**config.mk**
```make
export PLATFORM = sky130hd
export DESIGN_NAME = mux2_arbiter
export DESIGN_NICKNAME = d
export VERILOG_FILES = /design/src/rtl/mux2_arbiter_pkg.sv /design/src/rtl/Mux2to1_64b.sv /design/src/rtl/mux2_arbiter.sv
export SDC_FILE = /design/constraint.sdc
export NUM_CORES = 1
export LEC_CHECK = 0
export ABC_AREA = 1
export BUFFER_PORTS_ARGS = -buffer_cell sky130_fd_sc_hd__buf_2
export CAP_MARGIN = 20
export CORE_ASPECT_RATIO = 0.7
export CORE_MARGIN = 3
export CORE_UTILIZATION = 30
export DETAILED_ROUTE_END_ITERATION = 7
export SYNTH_ARGS = -nofsm -noshare
export SYNTH_HDL_FRONTEND = slang
export SYNTH_HIERARCHICAL = 1
export SYNTH_SLANG_ARGS = --single-unit
export TNS_END_PERCENT = 10
```
**constraint.sdc**
```tcl
create_clock -name clk -period 2.85 [get_ports clk]
set_input_delay 0.57 -clock clk [delete_from_list [all_inputs] [get_ports clk]]
set_output_delay 0.57 -clock clk [all_outputs]
set_load 0.005 [all_outputs]
```
**src/rtl/mux2_arbiter_pkg.sv**
```systemverilog
// Shared constants for the two-requester round-robin burst arbiter:
// FSM state encoding, beat-counter width and a grant-state helper.
package mux2_arbiter_pkg;

    localparam logic [1:0] ST_IDLE = 2'b00;
    localparam logic [1:0] ST_GNT0 = 2'b01;
    localparam logic [1:0] ST_GNT1 = 2'b10;

    localparam int CNT_W = 32;

    function automatic logic [1:0] gnt_state(input logic idx);
        return idx ? ST_GNT1 : ST_GNT0;
    endfunction

endpackage

```
**src/rtl/Mux2to1_64b.sv**
```systemverilog
// Team 2:1 data mux; 64 bits wide by default, sel=1 picks in1.
module Mux2to1_64b #(
    parameter int WIDTH = 64
) (
    input  logic             sel,
    input  logic [WIDTH-1:0] in0,
    input  logic [WIDTH-1:0] in1,
    output logic [WIDTH-1:0] out
);

    assign out = sel ? in1 : in0;

endmodule

```
**src/rtl/mux2_arbiter.sv**
```systemverilog
// Two-requester burst arbiter with round-robin grant and a registered output stage.
// Define MUX2_ARBITER_CNT_EN to add per-requester accepted-beat counters cnt0/cnt1.
module mux2_arbiter
    import mux2_arbiter_pkg::*;
#(
    parameter int DATA_W = 64
) (
    input  logic              clk,
    input  logic              rst,
    input  logic              in0_valid,
    input  logic [DATA_W-1:0] in0_data,
    input  logic              in0_last,
    output logic              in0_ready,
    input  logic              in1_valid,
    input  logic [DATA_W-1:0] in1_data,
    input  logic              in1_last,
    output logic              in1_ready,
    output logic              out_valid,
    input  logic              out_ready,
    output logic [DATA_W-1:0] out_data,
    output logic              out_last,
    output logic              out_src
`ifdef MUX2_ARBITER_CNT_EN
    ,
    output logic [CNT_W-1:0]  cnt0,
    output logic [CNT_W-1:0]  cnt1
`endif
);

    logic [1:0]        state;
    logic [1:0]        state_nxt;
    logic              rr;
    logic              gnt_idx;
    logic              load_ok;
    logic              acc0;
    logic              acc1;
    logic              acc;
    logic              acc_last;
    logic [DATA_W-1:0] sel_data;

    assign gnt_idx = (state == ST_GNT1);

    // The output register can take a beat when empty or being drained this cycle.
    assign load_ok   = !out_valid || out_ready;
    assign in0_ready = !rst && (state == ST_GNT0) && load_ok;
    assign in1_ready = !rst && (state == ST_GNT1) && load_ok;

    assign acc0     = in0_valid && in0_ready;
    assign acc1     = in1_valid && in1_ready;
    assign acc      = acc0 || acc1;
    assign acc_last = gnt_idx ? in1_last : in0_last;

    Mux2to1_64b #(
        .WIDTH (DATA_W)
    ) u_data_mux (
        .sel (gnt_idx),
        .in0 (in0_data),
        .in1 (in1_data),
        .out (sel_data)
    );

    always_comb begin
        state_nxt = state;
        case (state)
            ST_IDLE: begin
                if (in0_valid && in1_valid) begin
                    state_nxt = gnt_state(rr);
                end else if (in0_valid) begin
                    state_nxt = ST_GNT0;
                end else if (in1_valid) begin
                    state_nxt = ST_GNT1;
                end
            end
            // A grant is only released by an accepted last beat, never by a valid gap.
            ST_GNT0, ST_GNT1: begin
                if (acc && acc_last) begin
                    state_nxt = ST_IDLE;
                end
            end
            default: state_nxt = ST_IDLE;
        endcase
    end

    always_ff @(posedge clk or posedge rst) begin
        if (rst) begin
            state <= ST_IDLE;
            rr    <= 1'b0;
        end else begin
            state <= state_nxt;
            if (acc && acc_last) begin
                rr <= !gnt_idx;
            end
        end
    end

    always_ff @(posedge clk or posedge rst) begin
        if (rst) begin
            out_valid <= 1'b0;
            out_data  <= '0;
            out_last  <= 1'b0;
            out_src   <= 1'b0;
        end else if (acc) begin
            out_valid <= 1'b1;
            out_data  <= sel_data;
            out_last  <= acc_last;
            out_src   <= gnt_idx;
        end else if (out_ready) begin
            out_valid <= 1'b0;
        end
    end

`ifdef MUX2_ARBITER_CNT_EN
    always_ff @(posedge clk or posedge rst) begin
        if (rst) begin
            cnt0 <= '0;
            cnt1 <= '0;
        end else begin
            if (acc0) begin
                cnt0 <= cnt0 + CNT_W'(1);
            end
            if (acc1) begin
                cnt1 <= cnt1 + CNT_W'(1);
            end
        end
    end
`endif

endmodule

```
==> Flow_metrics.wiki <==
{| class="wikitable"
! Metric !! Value
|-
| Count of buffers added by post-CTS timing repair for setup || 0
|-
| Number of failing hold endpoints at the final stage || 0
|-
| Non-Filler Cell Area, Final || 0.00499 mm²
|-
| Cell taking the most area after synthesis || sky130_fd_sc_hd__dfrtp_1
|-
| HPWL Detailed || 7.58 mm
|-
| Maximum resistive drop on vdd || 0.000303 V
|-
| Number of sinks on the clock net || 70
|-
| Sum of negative setup slack || 0 ns
|-
| Total routing resource utilization after global routing || 14.7%
|-
| Core Region || 0.0118 mm²
|-
| Worst EP arrival || 2.21 ns
|-
| Share of cells above drive strength 1 || 31.4%
|-
| Power density of the placed cells || 923 mW/mm²
|-
| Routed Antenna Nets || 0
|-
| Final layout net count || 859
|-
| Headroom to the max-slew limit || 56.8%
|-
| Root cell of the clock tree || sky130_fd_sc_hd__clkbuf_16
|-
| Total standard cell area after synthesis || 0.00365 mm²
|-
| Total length of routed met3 wires || 922 µm
|-
| Met2 routed wirelength || 4.65 mm
|-
| Worst setup path category || reg2reg
|-
| Area growth syn-to-layout || 36.9%
|-
| Buffers from clock root to sink, at most || 2
|-
| Tmin final || 2.00 ns
|-
| Via count || 3738
|-
| Die X || 138 µm
|-
| Synth top area share || 48.0%
|-
| Least-Margin Pin Slew || 0.648 ns
|-
| Post-DR wirelength/cell || 11.5 µm
|-
| Maximum clock frequency || 500 MHz
|-
| Outcome || finished clean
|-
| Cts bufs inserted || 9
|-
| Warnings, synthesis || 6
|-
| Wire length of the first global-routing pass || 16.0 mm
|-
| Deepest level of the CTS H-tree || 3
|-
| Highest routed metal layer || met4
|-
| Drt initial violations || 119
|-
| Global route total overflow || 0
|-
| Initial antenna violation count || 0
|-
| Setup repair after global routing missed its margin || false
|-
| Largest net degree at the start of global routing || 67
|-
| Flip-flop and latch count after synthesis || 70
|-
| Count of inserted antenna diode cells || 0
|-
| Total length of routed wires || 10.2 mm
|-
| Slew Limit Fails || 0
|-
| Register clock-pin slew on the reported worst setup and hold paths || 0.05 ns
|-
| Post-synth net total || 666
|-
| CP Capture Type || flip-flop
|-
| DRT Pass-1 Iters || 4
|-
| Synthesized area divided by synthesized cell count || 6.91 µm²
|-
| Quantity of I/O buffers inserted on ports || 203
|-
| Number of maximum-capacitance violations || 0
|-
| Cell count after placement || 867
|-
| Hold Buf Count CTS || 0
|-
| CP Data Required Time || 3.06 ns
|-
| Worst hold-check path type || in2async
|-
| Static leakage || 3.16 nW
|-
| Y dimension of the die || 98.3 µm
|-
| Final worst path period share || 70.1%
|-
| Floorplan die area || 0.0135 mm²
|-
| Initial Utilization || 30.9%
|-
| Pre-CTS setup slack || 0.824 ns
|-
| Number of global-route vias before repair || 3452
|-
| Post-synthesis cell count || 528
|-
| Routed metal-1 wire length || 4.53 mm
|-
| Clock latency reported for the late side of the worst-skew pair || 0.32 ns
|-
| Synth top area cells || sky130_fd_sc_hd__dfrtp_1 48%, sky130_fd_sc_hd__nand2_1 41%, sky130_fd_sc_hd__clkbuf_8 2.3%
|-
| Via-per-instance ratio || 4.23
|-
| Endpoints failing setup || 0
|-
| Cell row count || 33
|-
| Finished Layout Cells || 883
|-
| Post-placement cell area || 0.00471 mm²
|-
| Number of remaining DRC errors || 0
|-
| Routability-driven placement congestion ratio || 0.769
|-
| Portion of the post-synthesis area used by sequential elements || 48.0%
|-
| Clock tree from TritonCTS || done
|-
| Ports placed on the boundary || 204
|-
| Launching element type of the critical path || flip-flop
|-
| Final WS setup || 0.852 ns
|-
| Maximum fanout encountered on the critical timing path || 44
|-
| Worst-case clock skew || 0.00457 ns
|-
| Number of gates resized after cts || 0
|-
| Unique masters post-synth || 17
|}
worst max-delay path, cell delays in order, from the launching register on:
cell,delay (ns)
sky130_fd_sc_hd__dfrtp_1,0.40
sky130_fd_sc_hd__inv_1,0.09
sky130_fd_sc_hd__ha_2,0.21
sky130_fd_sc_hd__inv_2,0.05
sky130_fd_sc_hd__nor2_1,0.08
sky130_fd_sc_hd__nand3_1,0.09
sky130_fd_sc_hd__nand2_2,0.08
sky130_fd_sc_hd__buf_4,0.38
sky130_fd_sc_hd__nand2_1,0.17
sky130_fd_sc_hd__nand2_1,0.13
sky130_fd_sc_hd__nand2_1,0.08
sky130_fd_sc_hd__nand2_1,0.06
sky130_fd_sc_hd__nand2_1,0.05
registers in the layout (all words and copies together), names as in the netlist:
| name | count |
|---|---|
| out_data | 64 |
| out_last | 1 |
| out_src | 1 |
| out_valid | 1 |
| rr | 1 |
| state | 2 |
final timing paths:
check	slack, ns	startpoint	depth (start not counted)	endpoint
max	0.85	state[0]	12	state[0]
min	0.34	rst	2	state[1]
max reg2reg	0.85	state[0]	12	state[0]
min reg2reg	0.46	out_data[61]	2	out_data[61]
max in group asynchronous	1.85	rst	3	out_data[46]
min in group clk	0.46	out_data[61]	2	out_data[61]
routing by layer:
| metal | vias to the layer above | GRT usage (%) |
|---|---|---|
| li1 | 1957 | - |
| met1 | 1645 | 18.6 |
| met2 | 127 | 24.3 |
| met3 | 9 | 4.99 |
| met4 | 0 | 3.42 |
| met5 | - | 0 |
cell families (layout without fill, tap and decap cells):
logic type | after synthesis | after routing | share of synthesized area (%)
buffers and inverters | 40 | 238 | 7.75
and+or+nand+nor | 411 | 411 | 42.6
AOI/OAI and AO/OA | 4 | 4 | 0.617
adders and majority gates | 3 | 3 | 1.03
DFF | 70 | 70 | 48.0
power breakdown:
| group | switching, mW | internal, mW | leakage [nW] |
|---|---|---|---|
| Combinational | 1.13 | 0.759 | 2.13 |
| Sequential | 0.237 | 1.43 | 0.887 |
| Clock | 0.383 | 0.674 | 0.137 |
layout make-up:
type / instances / area [µm²]
Clock inverter: 4 / 47.5
Tap cell: 157 / 196
Clock buffer: 12 / 236
Inverter: 13 / 48.8
Multi-Input combinational cell: 418 / 1620
Fill cell: 1283 / 6810
Timing Repair Buffer: 209 / 1100
Sequential cell: 70 / 1750
Yosys cell counts, drive strengths merged:
| cell | instances |
|---|---|
| nand2 | 400 |
| o21a | 1 |
| dfrtp | 70 |
| buf | 21 |
| nand3 | 4 |
| clkbuf | 6 |
| o21ai | 2 |
| a21oi | 1 |
| ha | 3 |
| nor2 | 5 |
| inv | 13 |
| nor3 | 2 |
placed cells by master (no fill, tap or decap), drive strengths merged:
cell type  count
nand3          4
a21oi          1
nor3           2
inv           13
clkinv         2
dfrtp         70
o21ai          2
ha             3
clkinvlp       1
o21a           1
buf          209
nor2           5
nand2        400
bufinv         1
clkbuf        12
stage by stage:
stage | hold slack (ns) | util [%] | power, mW
finish | 0.345 | 42.3 | 4.61
global placement | 0.453 | 39.9 | 3.55
floorplan | 0.459 | - | 2.87
global route | 0.391 | 42.3 | 5.06
CTS | 0.358 | 42.3 | 4.70
detailed placement | 0.453 | 39.9 | 3.60
(Power assumes the default switching activity.)
